<file path="config.mk">
export PLATFORM = sky130hd
export DESIGN_NAME = sample_frame_loader_flat
export DESIGN_NICKNAME = d
export VERILOG_FILES = /design/src/rtl/sample_frame_loader_if.sv /design/src/rtl/sample_frame_loader.sv /design/src/flat_wrapper.sv
export SDC_FILE = /design/constraint.sdc
export NUM_CORES = 1
export LEC_CHECK = 0
export CORE_MARGIN = 2
export CORE_UTILIZATION = 43
export DETAILED_ROUTE_END_ITERATION = 10
export MAX_ROUTING_LAYER = met4
export PLACE_DENSITY = 0.74
export REMOVE_ABC_BUFFERS = 1
export SYNTH_ARGS = -nofsm -noshare
export SYNTH_HDL_FRONTEND = slang
export SYNTH_SLANG_ARGS = --single-unit
</file>
<file path="constraint.sdc">
create_clock -name clk -period 1.3 [get_ports clk]
set_input_delay 0.195 -clock clk [delete_from_list [all_inputs] [get_ports clk]]
set_output_delay 0.195 -clock clk [all_outputs]
set_load 0.005 [all_outputs]
</file>
<file path="src/rtl/sample_frame_loader_if.sv">
// Stream-in / memory-write bundle for the sample frame loader.
interface sample_frame_loader_if #(
    parameter int BITS         = 16,
    parameter int ADDRESS_BITS = 2
);
    logic signed [BITS-1:0]     sample_in;
    logic                       sample_valid;
    logic                       sample_ready;
    logic signed [BITS-1:0]     offset;
    logic [ADDRESS_BITS-1:0]    write_address;
    logic signed [BITS-1:0]     write_data;
    logic                       write_enable;
    logic                       frame_done;
    logic                       frame_release;
    logic [ADDRESS_BITS:0]      sample_count;
    logic                       sat_event;

    modport slave (
        input  sample_in, sample_valid, offset, frame_release,
        output sample_ready, write_address, write_data, write_enable,
        output frame_done, sample_count, sat_event
    );

    modport master (
        output sample_in, sample_valid, offset, frame_release,
        input  sample_ready, write_address, write_data, write_enable,
        input  frame_done, sample_count, sat_event
    );
endinterface

</file>
<file path="src/rtl/sample_frame_loader.sv">
// Offset-removing, saturating sample loader filling one Memory frame
// per handshake cycle; holds the full frame until the consumer releases it.
module sample_frame_loader #(
    parameter int BITS                = 16,
    parameter int ADDRESS_BITS        = 2,
    parameter int NUMBER_OF_LOCATIONS = 4
) (
    input logic clk,
    input logic rst,
    sample_frame_loader_if.slave bus
);
    typedef enum logic [1:0] {
        FILL  = 2'd0,
        FLUSH = 2'd1,
        FULL  = 2'd2
    } state_t;

    localparam logic [ADDRESS_BITS:0] LAST =
        (ADDRESS_BITS+1)'(NUMBER_OF_LOCATIONS - 1);

    state_t state;
    state_t state_next;

    logic [ADDRESS_BITS:0] count;
    logic                  accept;
    logic                  last;
    logic signed [BITS:0]  diff;
    logic                  sat_hi;
    logic                  sat_lo;
    logic signed [BITS-1:0] result;

    assign bus.sample_ready = (state == FILL);
    assign bus.sample_count = count;
    assign accept = bus.sample_valid && (state == FILL);
    assign last   = (count == LAST);

    // One extra bit holds the exact difference; its top two bits disagree on overflow
    assign diff = {bus.sample_in[BITS-1], bus.sample_in}
                - {bus.offset[BITS-1], bus.offset};
    assign sat_hi = !diff[BITS] && diff[BITS-1];
    assign sat_lo = diff[BITS] && !diff[BITS-1];

    always_comb begin
        result = diff[BITS-1:0];
        if (sat_hi) begin
            result = {1'b0, {(BITS-1){1'b1}}};
        end else if (sat_lo) begin
            result = {1'b1, {(BITS-1){1'b0}}};
        end
    end

    always_ff @(posedge clk or negedge rst) begin
        if (!rst) begin
            state <= FILL;
        end else begin
            state <= state_next;
        end
    end

    always_comb begin
        state_next = state;
        unique case (state)
            FILL: begin
                if (accept && last) begin
                    state_next = FLUSH;
                end
            end
            FLUSH: begin
                state_next = FULL;
            end
            FULL: begin
                if (bus.frame_release) begin
                    state_next = FILL;
                end
            end
            default: begin
                state_next = FILL;
            end
        endcase
    end

    always_ff @(posedge clk or negedge rst) begin
        if (!rst) begin
            count             <= '0;
            bus.write_address <= '0;
            bus.write_data    <= '0;
            bus.write_enable  <= 1'b0;
            bus.sat_event     <= 1'b0;
            bus.frame_done    <= 1'b0;
        end else begin
            bus.write_enable <= accept;
            bus.sat_event    <= accept && (sat_hi || sat_lo);
            bus.frame_done   <= (state_next == FULL);
            if (accept) begin
                bus.write_address <= count[ADDRESS_BITS-1:0];
                bus.write_data    <= result;
                count             <= count + 1'b1;
            end else if (state == FULL && bus.frame_release) begin
                count <= '0;
            end
        end
    end
endmodule

</file>
<file path="src/flat_wrapper.sv">
// flat-port wrapper written by rule: the top's interface ports become plain ports
module sample_frame_loader_flat 
#(
    parameter int BITS                = 16,
    parameter int ADDRESS_BITS        = 2,
    parameter int NUMBER_OF_LOCATIONS = 4
)
  (clk, rst, bus_sample_in, bus_sample_valid, bus_offset, bus_frame_release, bus_sample_ready, bus_write_address, bus_write_data, bus_write_enable, bus_frame_done, bus_sample_count, bus_sat_event);
  sample_frame_loader_if #(.BITS(BITS), .ADDRESS_BITS(ADDRESS_BITS)) bus_i ();
  input logic clk;
  input logic rst;
  input wire logic [$bits(bus_i.sample_in)-1:0] bus_sample_in;
  input wire logic [$bits(bus_i.sample_valid)-1:0] bus_sample_valid;
  input wire logic [$bits(bus_i.offset)-1:0] bus_offset;
  input wire logic [$bits(bus_i.frame_release)-1:0] bus_frame_release;
  output wire logic [$bits(bus_i.sample_ready)-1:0] bus_sample_ready;
  output wire logic [$bits(bus_i.write_address)-1:0] bus_write_address;
  output wire logic [$bits(bus_i.write_data)-1:0] bus_write_data;
  output wire logic [$bits(bus_i.write_enable)-1:0] bus_write_enable;
  output wire logic [$bits(bus_i.frame_done)-1:0] bus_frame_done;
  output wire logic [$bits(bus_i.sample_count)-1:0] bus_sample_count;
  output wire logic [$bits(bus_i.sat_event)-1:0] bus_sat_event;
  assign bus_i.sample_in = bus_sample_in;
  assign bus_i.sample_valid = bus_sample_valid;
  assign bus_i.offset = bus_offset;
  assign bus_i.frame_release = bus_frame_release;
  assign bus_sample_ready = bus_i.sample_ready;
  assign bus_write_address = bus_i.write_address;
  assign bus_write_data = bus_i.write_data;
  assign bus_write_enable = bus_i.write_enable;
  assign bus_frame_done = bus_i.frame_done;
  assign bus_sample_count = bus_i.sample_count;
  assign bus_sat_event = bus_i.sat_event;
  sample_frame_loader #(.BITS(BITS), .ADDRESS_BITS(ADDRESS_BITS), .NUMBER_OF_LOCATIONS(NUMBER_OF_LOCATIONS)) u_core (.clk(clk), .rst(rst), .bus(bus_i));
endmodule
</file>
### Yosys cells after proc, flatten, opt, wreduce, memory -nomap -nowiden

Index checks and enable logic that the tools add are counted.

* register bits: 26
* logic and storage cells: 31
* output and inout port bits: 25
* input bits: 36

* mux-type cells: 7
* reductions and logical operators: 11
* equality and inequality tests: 4
* add/subtract/negate cells: 2

Operators by type and width (count)
* $mux W16: 2
* $sub A16 B16 Y17: 1
* $logic_and A1 B1 Y1: 6
* $mux W3: 2
* $pmux W2 S3: 1
* $eq A2 B2 Y1 const B: 2
* $mux W2: 2
* $add A3 B1 Y3 const B: 1
* $eq A3 B2 Y1 const B: 1
* $eq A2 B1 Y1 const B: 1
* $logic_not A1 Y1: 2
* $logic_not A2 Y1: 1
* $reduce_bool A2 Y1: 1
* $logic_or A1 B1 Y1: 1

### Longest topological paths before layout

* depth after elaboration: 6
* depth in mapped cells: 14
* mapped depth without buffers: 14

### Worst setup path after synthesis

OpenSTA, ideal clock, no wires.

* path kind: input -> register
* start: input port bus_offset[3]
* end: register u_core.bus.write_data[12]
* required time: 1.167 ns
* slack: -1.173 ns
* arrival time: 2.341 ns
* stages: 13
* setup time: 0.133 ns
* path buffers: 0
* cells stage by stage: inv_1 > ha_1 > a21o_1 > a21oi_2 > a21oi_2 > o41ai_4 > o21a_1 > o211a_1 > ha_1 > inv_1 > and3_1 > mux2i_1 > nand3_1

* word-level cells in the longest chain between the ends: 5
* elaborated cells on any way between the ends: 7
* those cells by class: 1 x add/sub; 2 x mux; 4 x reduce/logical

RTL lines
* start: declaration: RTL line flat_wrapper.sv:14 `input wire logic [$bits(bus_i.offset)-1:0] bus_offset;`
* $sub A16 B16 Y17 *: RTL line sample_frame_loader.sv:39 `- {bus.offset[BITS-1], bus.offset};`
* $logic_not A1 Y1: RTL line sample_frame_loader.sv:41 `assign sat_lo = diff[BITS] && !diff[BITS-1];`
* $logic_and A1 B1 Y1: RTL line sample_frame_loader.sv:41
* $mux W16: RTL line sample_frame_loader.sv:47 `end else if (sat_lo) begin`
* $mux W16 *: RTL line sample_frame_loader.sv:45 `if (sat_hi) begin`
* end signal: assignment: RTL line sample_frame_loader.sv:96 `bus.write_data <= result;`
* end: declaration: RTL line sample_frame_loader_if.sv:20 `output sample_ready, write_address, write_data, write_enable,`

Mark *: on every way between the ends. The rest lies on a longest branch, timed or not.
A chain may end at the register's enable or synchronous reset.

### Final worst setup path

* start: input port bus_offset[1]
* end: register u_core.bus.write_data[14]

The elaborated chain is that of the path after synthesis.

==> summary.md <==
| Metric | Value |
|---|---|
| Xor-xnor portion of the synthesized cell area | 3.05% |
| Hold WS | 0.290 ns |
| CTS tree | built |
| CP Capture Type | flip-flop |
| Syn. warnings | 0 |
| Synth top area share | 32.4% |
| Placed cells | 390 |
| Violated checks | setup timing |
| Die Ht | 72.3 um |
| Layout cell share with drive strength beyond 1 | 46.5% |
| Syn Area/Cell | 8.47 sq um |
| # Max-Cap Violations | 0 |
| Final nets | 427 |
| Arr. time, crit path | 2.37 ns |
| Startpoint type of the worst setup path | input port |
| Routed via count | 2,292 |
| Reg clk slew, reported paths | 0.09 ns |
| Area of the core | 4410 sq um |
| Worst Skew | 0.00250 ns |
| Iter 0 DRT Violations | 152 |
| Count of different cell masters after synthesis | 45 |
| Simple-gate portion of the synthesized area | 18.8% |
| Mapped Cells | 237 |
| Register bit count reported by yosys | 26 |
| Hold violation count in the final report | 0 |
| Area share of fa/ha/maj cells after synthesis | 14.1% |
| Clock Tree Root | clkbuf_8 |
| Die Span X | 72.3 um |
| Area contributors post-synth | dfrtp_1 32%, ha_1 13%, nand2_1 6.2% |
| Post-Syn Area | 2010 sq um |
| WL final | 6640 um |
| Row count | 24 |
| Tot Pwr | 0.00501 W |
| Pin count of the biggest net entering global routing | 27 |
| Unrepaired setup endpoints after global routing | true |
| Largest family of logic cells by synthesized area | compound AO/OA/AOI/OAI gates |
| GRT Util Overall | 24.0% |
| Vias in the first global route | 2,240 |
| Fillers | 237 |
| ANT cells | 0 |
| Final Slew Violations | 0 |
| Io pins | 61 |
| I/O Buffers | 60 |
| Post-DP HPWL | 4060 um |
| Sequential share of the synthesized area | 32.4% |
| Initial DRT Pass Iterations | 4 |
| VDD IR max | 0.000684 V |
| Die ar. | 5230 sq um |
| FMAX | 447 MHz |
| Leakage power | 1.81 nW |
| Sink Count | 26 |
| First-pass GRT wire length | 9900 um |
| Pwr Density | 1360 nW/um^2 |
| Yosys top cell by area | dfrtp_1 |
| Status | finished with violations |
| DRC | 0 |
| Worst Hold Class | in -> async |
| Slew @ Worst Pin | 0.313 ns |
| Crit share post-route | 172% |
| Via/cell ratio | 5.46 |
| Initial Util | 45.5% |
| Sequential cell area | 651 sq um |
| Final Setup Violations | 17 |
| Non-filler cells, final | 420 |
| Wire per inst | 15.8 um |
| Rel. slew slack | 79.0% |
| Area growth, synth to finish | 84.1% |
| Final RePlAce weighted congestion | 0.926 |
| Initial antenna violation count | 0 |
| Data required, critical path | 1.43 ns |
| # H-tree levels | 1 |
| Crit path time final | 2.23 ns |
| Inserted Clock Buffers | 3 |
| PnR worst setup slack | -0.935 ns |
| Clk_lat worst skew | 0.26 ns |
| Routed Antenna Nets | 0 |
| Worst-path maximum fanout | 3 |
| Clock Tree Buf Depth | 2 |
| Compound-gate portion of the synthesized area | 22.9% |
| GRT Residual Overflow | 0 |
| Critical path class | in -> reg |
| Multi-input gate area | 1660 sq um |
| Multiplexer share of the synthesized area | 2.49% |
## cells in the final DEF, fill, tap and decap left out, drive strengths merged, types with 3 or more instances in the layout
| cell | count |
|---|---|
| ha | 21 |
| buf | 90 |
| xnor2 | 4 |
| nand3 | 7 |
| a21o | 6 |
| nor2b | 3 |
| dlygate4sd2 | 29 |
| xor2 | 3 |
| dlymetal6s2s | 6 |
| nor2 | 14 |
| a211oi | 3 |
| a31oi | 4 |
| nand2b | 4 |
| mux2i | 5 |
| nor3 | 5 |
| o21ai | 16 |
| a21oi | 13 |
| dfrtp | 26 |
| inv | 24 |
| and3 | 4 |
| clkdlybuf4s50 | 9 |
| nand2 | 33 |
| clkbuf | 5 |
| o211ai | 7 |
## metal layers
| metal | wire, um | share of wire [%] | track usage (%) |
|---|---|---|---|
| met1 | 2620 | 39 | 28.9 |
| met2 | 3640 | 55 | 42.9 |
| met3 | 256 | 3.9 | 2.36 |
| met4 | 135 | 2.0 | 5.87 |
| met5 | 0 | 0 | - |
## synth_stat cells (all sizes together)
master	instances
a211oi	3
fa	1
and4	1
nand4	2
o21a	2
o211a	1
mux2i	5
o21ai	16
nand3	7
nand2	33
o41ai	1
and3	4
nor2b	3
nor3	5
nor2	14
o21bai	1
a21oi	13
o211ai	7
or2	2
nand2b	4
xor2	3
nor3b	1
a22o	2
and2	2
buf	2
inv	24
xnor2	4
or3	2
dfrtp	26
o22a	2
a31oi	4
ha	21
o2bb2ai	1
o2111ai	2
clkbuf	7
o22ai	2
a21o	6
a21boi	1
## critical path: stages
cell	delay, ns
buf_8	0.08
inv_4	0.03
ha_4	0.24
nor2b_4	0.15
o2111ai_4	0.14
a21oi_4	0.21
o41ai_4	0.08
buf_4	0.15
o211ai_1	0.22
o211a_1	0.25
buf_4	0.14
ha_4	0.14
nor3_2	0.04
mux2i_1	0.18
nand3_1	0.12
## where the power goes
part,internal [W],switching (W),leakage (nW)
Sequential,0.00118,0.000235,0.315
Clock,0.000411,0.000240,0.0357
Combinational,0.00164,0.00131,1.45
## registers in the layout, summed over array words and instances, names as in the netlist
signal	count
u_core.bus.frame_done	1
u_core.bus.sample_count	3
u_core.bus.sat_event	1
u_core.bus.write_address	2
u_core.bus.write_data	16
u_core.bus.write_enable	1
u_core.state	2
## metrics by stage
| stage | cell area (sq um) | setup WS [ns] | TNS, ns | util (%) |
|---|---|---|---|---|
| finish | 3700 | -0.935 | -13.81 | 83.8 |
| global route | 3700 | -1.03 | -15.36 | 83.8 |
| floorplan | 1970 | -1.17 | -18.76 | - |
| detailed placement | 3010 | -1.67 | -26.98 | 68.3 |
| CTS | 3530 | -0.920 | -13.95 | 79.9 |
| global placement | 3010 | -1.64 | -26.62 | 68.3 |
## cells by family after synthesis
group / count (synthesis)
buf+inv: 33
xor+xnor: 7
simple gates: 80
fa+ha+maj: 22
flops: 26
mux: 5
compound gates: 64
## area by class of cell
cell class                 instances  area share, %
multi-input combinational        178           44.8
clock inverter                     1          0.812
inverter                          24           2.71
timing repair buffer             136           31.2
sequential                        26           17.6
tap                               52           1.76
clock buffer                       3           1.12
## timing repair
| item | in CTS | in global routing |
|---|---|---|
| buffers inserted | 24 | 3 |
| pin swaps | 46 | 21 |
| hold buffers | 0 | 0 |
| endpoints found under the setup margin | 39 | 26 |
| gates cloned | 0 | 0 |
| resized for setup | 164 | 39 |
## worst paths after layout
check                      slack (ns)                            startpoint  cells after the start                                      to
max                             -0.93                         bus_offset[1]                     15   u_core.bus.write_data[14]$_DFFE_PN0P_
min reg2reg                      0.49  u_core.bus.write_data[2]$_DFFE_PN0P_                      2    u_core.bus.write_data[2]$_DFFE_PN0P_
max reg2reg                     -0.08             u_core.state[0]$_DFF_PN0_                      6   u_core.bus.write_data[14]$_DFFE_PN0P_
min                              0.29                                   rst                      2       u_core.bus.write_enable$_DFF_PN0_
max in group asynchronous        0.77                                   rst                      2  u_core.bus.sample_count[1]$_DFFE_PN0P_
min in group clk                 0.35                         bus_offset[0]                      5    u_core.bus.write_data[0]$_DFFE_PN0P_
(Power assumes the default switching activity.)
